==> config.mk <==
export PLATFORM = sky130hd
export DESIGN_NAME = ysyx_23060337_wbu
export DESIGN_NICKNAME = d
export VERILOG_FILES = /design/src/rtl/ysyx_23060337_wbu.sv
export SDC_FILE = /design/constraint.sdc
export NUM_CORES = 1
export LEC_CHECK = 0
export BUFFER_PORTS_ARGS = -buffer_cell sky130_fd_sc_hd__buf_2
export CORE_MARGIN = 4
export CORE_UTILIZATION = 50
export CTS_CLUSTER_DIAMETER = 100
export DETAILED_ROUTE_END_ITERATION = 8
export PLACE_DENSITY = 0.8
export SKIP_CTS_REPAIR_TIMING = 1
export SLEW_MARGIN = 40
export SYNTH_ARGS = -nofsm -noshare
export SYNTH_HDL_FRONTEND = slang
export SYNTH_SLANG_ARGS = --single-unit
==> constraint.sdc <==
create_clock -name clk -period 2.9 [get_ports clk]
set_input_delay 0.435 -clock clk [delete_from_list [all_inputs] [get_ports clk]]
set_output_delay 0.435 -clock clk [all_outputs]
set_load 0.01 [all_outputs]
==> src/rtl/ysyx_23060337_wbu.sv <==
// Write-back unit: arbitrates EXU/LSU results onto the register file write port and
// tracks pending writes. Latency: a transfer at posedge N drives rf_wen during cycle N..N+1.
// Backpressure: one transfer per cycle. LSU wins by default; a starved EXU wins once.
module ysyx_23060337_wbu #(
  parameter int ADDR_WIDTH   = 5,
  parameter int DATA_WIDTH   = 32,
  parameter int STARVE_LIMIT = 4
) (
  input  logic                       clk,
  input  logic                       rst_n,
  input  logic                       exu_valid,
  output logic                       exu_ready,
  input  logic [ADDR_WIDTH-1:0]      exu_rd,
  input  logic [DATA_WIDTH-1:0]      exu_data,
  input  logic                       lsu_valid,
  output logic                       lsu_ready,
  input  logic [ADDR_WIDTH-1:0]      lsu_rd,
  input  logic [DATA_WIDTH-1:0]      lsu_data,
  input  logic                       alloc_valid,
  input  logic [ADDR_WIDTH-1:0]      alloc_rd,
  output logic [(2**ADDR_WIDTH)-1:0] busy,
  output logic                       rf_wen,
  output logic [ADDR_WIDTH-1:0]      rf_waddr,
  output logic [DATA_WIDTH-1:0]      rf_wdata,
  output logic [31:0]                retire_cnt
);

  localparam int NREG = 2**ADDR_WIDTH;
  localparam logic [3:0] LIMIT = 4'(STARVE_LIMIT);

  logic [3:0]            r_starve_cnt;
  logic                  r_rf_wen;
  logic [ADDR_WIDTH-1:0] r_rf_waddr;
  logic [DATA_WIDTH-1:0] r_rf_wdata;
  logic [NREG-1:0]       r_busy;
  logic [31:0]           r_retire_cnt;

  logic                  w_exu_pri;
  logic                  w_exu_xfer;
  logic                  w_lsu_xfer;
  logic                  w_any_xfer;
  logic [ADDR_WIDTH-1:0] w_sel_rd;
  logic [DATA_WIDTH-1:0] w_sel_data;
  logic [NREG-1:0]       w_set_mask;
  logic [NREG-1:0]       w_clr_mask;

  // Arbitration: readies are combinational and gated off while reset is asserted.
  always_comb begin
    w_exu_pri = (r_starve_cnt == LIMIT);
    exu_ready = 1'b0;
    lsu_ready = 1'b0;
    if (rst_n) begin
      if (w_exu_pri) begin
        exu_ready = exu_valid;
        lsu_ready = lsu_valid & ~exu_valid;
      end else begin
        lsu_ready = lsu_valid;
        exu_ready = exu_valid & ~lsu_valid;
      end
    end
    w_exu_xfer = exu_valid & exu_ready;
    w_lsu_xfer = lsu_valid & lsu_ready;
    w_any_xfer = w_exu_xfer | w_lsu_xfer;
    w_sel_rd   = w_exu_xfer ? exu_rd   : lsu_rd;
    w_sel_data = w_exu_xfer ? exu_data : lsu_data;
  end

  // Scoreboard masks: a new allocation outranks the clear from a write of the same register.
  always_comb begin
    w_set_mask = '0;
    w_clr_mask = '0;
    if (alloc_valid) w_set_mask[alloc_rd] = 1'b1;
    if (r_rf_wen)    w_clr_mask[r_rf_waddr] = 1'b1;
  end

  // Starvation counter: counts consecutive denied EXU cycles, saturating at the limit.
  always_ff @(posedge clk or negedge rst_n) begin
    if (!rst_n) begin
      r_starve_cnt <= '0;
    end else if (!exu_valid || w_exu_xfer) begin
      r_starve_cnt <= '0;
    end else if (r_starve_cnt < LIMIT) begin
      r_starve_cnt <= r_starve_cnt + 4'd1;
    end
  end

  // Write port register: writes to x0 complete the handshake but never enable the write.
  always_ff @(posedge clk or negedge rst_n) begin
    if (!rst_n) begin
      r_rf_wen   <= 1'b0;
      r_rf_waddr <= '0;
      r_rf_wdata <= '0;
    end else if (w_any_xfer) begin
      r_rf_wen   <= (w_sel_rd != '0);
      r_rf_waddr <= w_sel_rd;
      r_rf_wdata <= w_sel_data;
    end else begin
      r_rf_wen   <= 1'b0;
    end
  end

  // Pending-write scoreboard; x0 is never busy.
  always_ff @(posedge clk or negedge rst_n) begin
    if (!rst_n) begin
      r_busy <= '0;
    end else begin
      r_busy <= ((r_busy & ~w_clr_mask) | w_set_mask) & ~NREG'(1);
    end
  end

  // Retired transaction counter, wraps naturally.
  always_ff @(posedge clk or negedge rst_n) begin
    if (!rst_n) begin
      r_retire_cnt <= '0;
    end else if (w_any_xfer) begin
      r_retire_cnt <= r_retire_cnt + 32'd1;
    end
  end

  assign busy       = r_busy;
  assign rf_wen     = r_rf_wen;
  assign rf_waddr   = r_rf_waddr;
  assign rf_wdata   = r_rf_wdata;
  assign retire_cnt = r_retire_cnt;

endmodule

==> metrics.txt <==
status=complete, no violations; vias per cell=5.56; Avg Cell Area, Syn=9.65 µm²; Die X-Extent=105 µm; fin crit share=81.2%; fmax=425 MHz; top cells by count, synth=105 x dfrtp_1, 77 x a21oi_1, 63 x o21ai_0, 54 x nand2_1, 47 x nor2_1; largest cells by area after synthesis=dfrtp_1 56%, a21oi_1 8.2%, o21ai_0 6.7%, nand2_1 4.3%, xnor2_1 3.9%; Synth Net Count=572; GPL Wtd Cong=0.888; top-count cell post-synth=dfrtp_1; initial antenna violation count=0; Yosys top cell area share=56.1%; Setup TNS=0 ns; type of the worst setup path=flop to primary output; PD cells=677 mW/mm²; fin crit period=2.35 ns; net switching power=1.28 mW; fillers=779; cell count after synthesis=485; Post-synth ARST share=100%; Combinational Power Share=24.7%; Yosys top cell by area=dfrtp_1; Internal Power=2.75 mW; number of buffers created by CTS=9; TritonRoute pass-1 iters=4; Antenna Cells=0; Setup crit end kind=primary output; Finish-stage setup viols=0; Ys Warns=0; clock sink count=105; max cap viols=0; largest net degree at the start of global routing=72; actual slew at the worst max-slew pin=0.750 ns; Flop pwr share=49.7%; DRT antenna net count=0; relative slew slack=49.9%; Die Footprint=0.0110 mm²; vias in the first global route=4353; vias=4341; Clk network pwr share=25.5%; IO Count=188; Worst-Skew Late Latency=0.36 ns; critical path's most frequent cell=inv_1; Synth Register Bits=105; Starting Density=50.9%; CTS tree=done; DRC viols=0; Hold Violations, Final=0; multi-input logic area=0.00194 mm²; maximum fanout along the worst path=11; first-pass GRT wire length=21500 µm; Arr. time, crit path=1.92 ns; DR iter-0 viols=147; Worst Skew=0.0175 ns; DP HPWL=9460 µm; max incr delay on CP=0.41 ns; FP Rows=35; share of cells above drive strength 1=32.5%; critical path's slowest cell=dfrtp_1; Clock Tree Root=clkbuf_8; Syn-to-layout area delta=27.2%; dpl ws=0.861 ns; remaining global-route overflow=0; CP Launch Type=flop; Core ar.=0.00920 mm²; Die Ht=105 µm; Max Root-Sink Buffers=2; overall power=4.03 mW; drt wl/cell=16.7 µm; Pins Over Slew Limit=0; Global Route Usage Sum=24.0%; H-tree lvl count=3; Final Worst Setup Slack=0.546 ns; CP cell instances=inv_1 -> ha_1 -> and3b_1 -> o211ai_1 -> inv_1 -> buf_2; post-synthesis sequential area ratio=56.1%; Max IR drop VDD=0.349 mV; final core utilization=64.7%; Leak=2.86 nW; sw frac=31.8%; library cells used by synthesis=36; IO Port Bufs=186; RSZ-0062 raised after global routing=no; WL final=13000 µm; mapped cell area=0.00468 mm²; fin nets=755; register area=0.00263 mm²; Reg clk slew, reported paths=0.10 ns; Worst EP required=2.47 ns; number of synthesized flops with an enable pin=0; Post-synth top flop=dfrtp_1; Hold Path Class=input port to flop
[kinds of logic (layout without fill, tap and decap cells)]
kind of cell | after synthesis | after routing | share of synthesized area, %
AND/OR/NAND/NOR | 170 | 170 | 18.6
AO/OA/AOI/OAI | 145 | 145 | 15.9
flip-flops | 105 | 105 | 56.1
XOR/XNOR | 32 | 32 | 5.99
buffers and inverters | 29 | 214 | 2.51
adder cells (fa/ha/maj) | 3 | 3 | 0.802
other | 1 | 1 | 0.0801
[routing by layer]
layer	GRT usage [%]	wire length, µm	vias to the layer above
li1	-	-	2054
met1	30.4	5130	2105
met2	40.5	6670	178
met3	7.47	1150	4
met4	5.62	69	0
met5	0	0	-
[critical path: cells and delay by family, from the launching register on]
family | cells | cell delay, ns
simple gates | 1 | 0.20
compound gates | 1 | 0.26
fa+ha+maj | 1 | 0.19
flops | 1 | 0.41
buf+inv | 3 | 0.50
[through the flow]
stage	hold slack, ns	cell area [µm²]	cells
floorplan	0.139	4680	485
global placement	0.262	5720	767
detailed placement	0.271	5730	767
CTS	-0.132	5940	780
global route	0.286	5950	781
finish	0.291	5950	781
[sequential cells by signal, summed over array words and instances, names as in the netlist]
register	count
busy	31
rf_wen	1
r_starve_cnt	4
rf_wdata	32
rf_waddr	5
retire_cnt	32
[cell usage in the layout, fill, tap and decap left out]
master and instances:
nand2_1 54, clkbuf_8 9, nor3_1 3, o21a_1 1, inv_1 7, buf_6 1
nand3b_1 10, clkinv_2 1, and4_1 3, and3b_1 1, nor4_4 1, nor4_1 5
ha_1 3, buf_4 7, xor2_1 11, buf_2 185, nand3_1 14, nor2_1 47
bufinv_16 3, a21oi_1 77, and3_1 5, or3b_2 5, xnor2_1 21, conb_1 1
nor4_2 3, dfrtp_1 105, and2_1 1, o21ai_0 63, nor3b_1 2, or4_1 2
nand4_2 1, or3_1 2, or2_2 1, a311oi_1 1, nand4_1 10, o2111a_1 1
o211ai_1 1, o21ai_4 1, dlygate4sd3_1 1
[power groups by stage]
stage / clock network, mW / logic (mW) / registers (mW)
floorplan: 0 / 0.357 / 2.12
global placement: 0 / 0.982 / 2.01
detailed placement: 0 / 1.01 / 2.03
CTS: 1.04 / 1.01 / 2.00
global route: 1.10 / 1.12 / 2.04
finish: 1.03 / 0.996 / 2.00
[final cells by class]
class | instances | share of cell area [%]
sequential | 105 | 44.1
multi-input combinational | 351 | 32.6
timing repair buffer | 194 | 16.8
tap | 111 | 2.33
clock buffer | 9 | 2.08
clock inverter | 4 | 1.60
inverter | 7 | 0.441
[worst paths after layout]
path                                       from         endpoint  slack (ns)  depth (start not counted)
worst max-delay path            r_starve_cnt[0]        exu_ready        0.55                          6
worst min-delay path               lsu_data[11]     rf_wdata[11]        0.29                          3
worst max register to register    retire_cnt[0]   retire_cnt[16]        0.84                          5
worst min register to register   retire_cnt[31]   retire_cnt[31]        0.47                          1
max in group asynchronous                 rst_n         busy[18]        1.58                          3
min in group asynchronous                 rst_n  r_starve_cnt[3]        0.46                          2
Power figures use the tool's default switching activity.
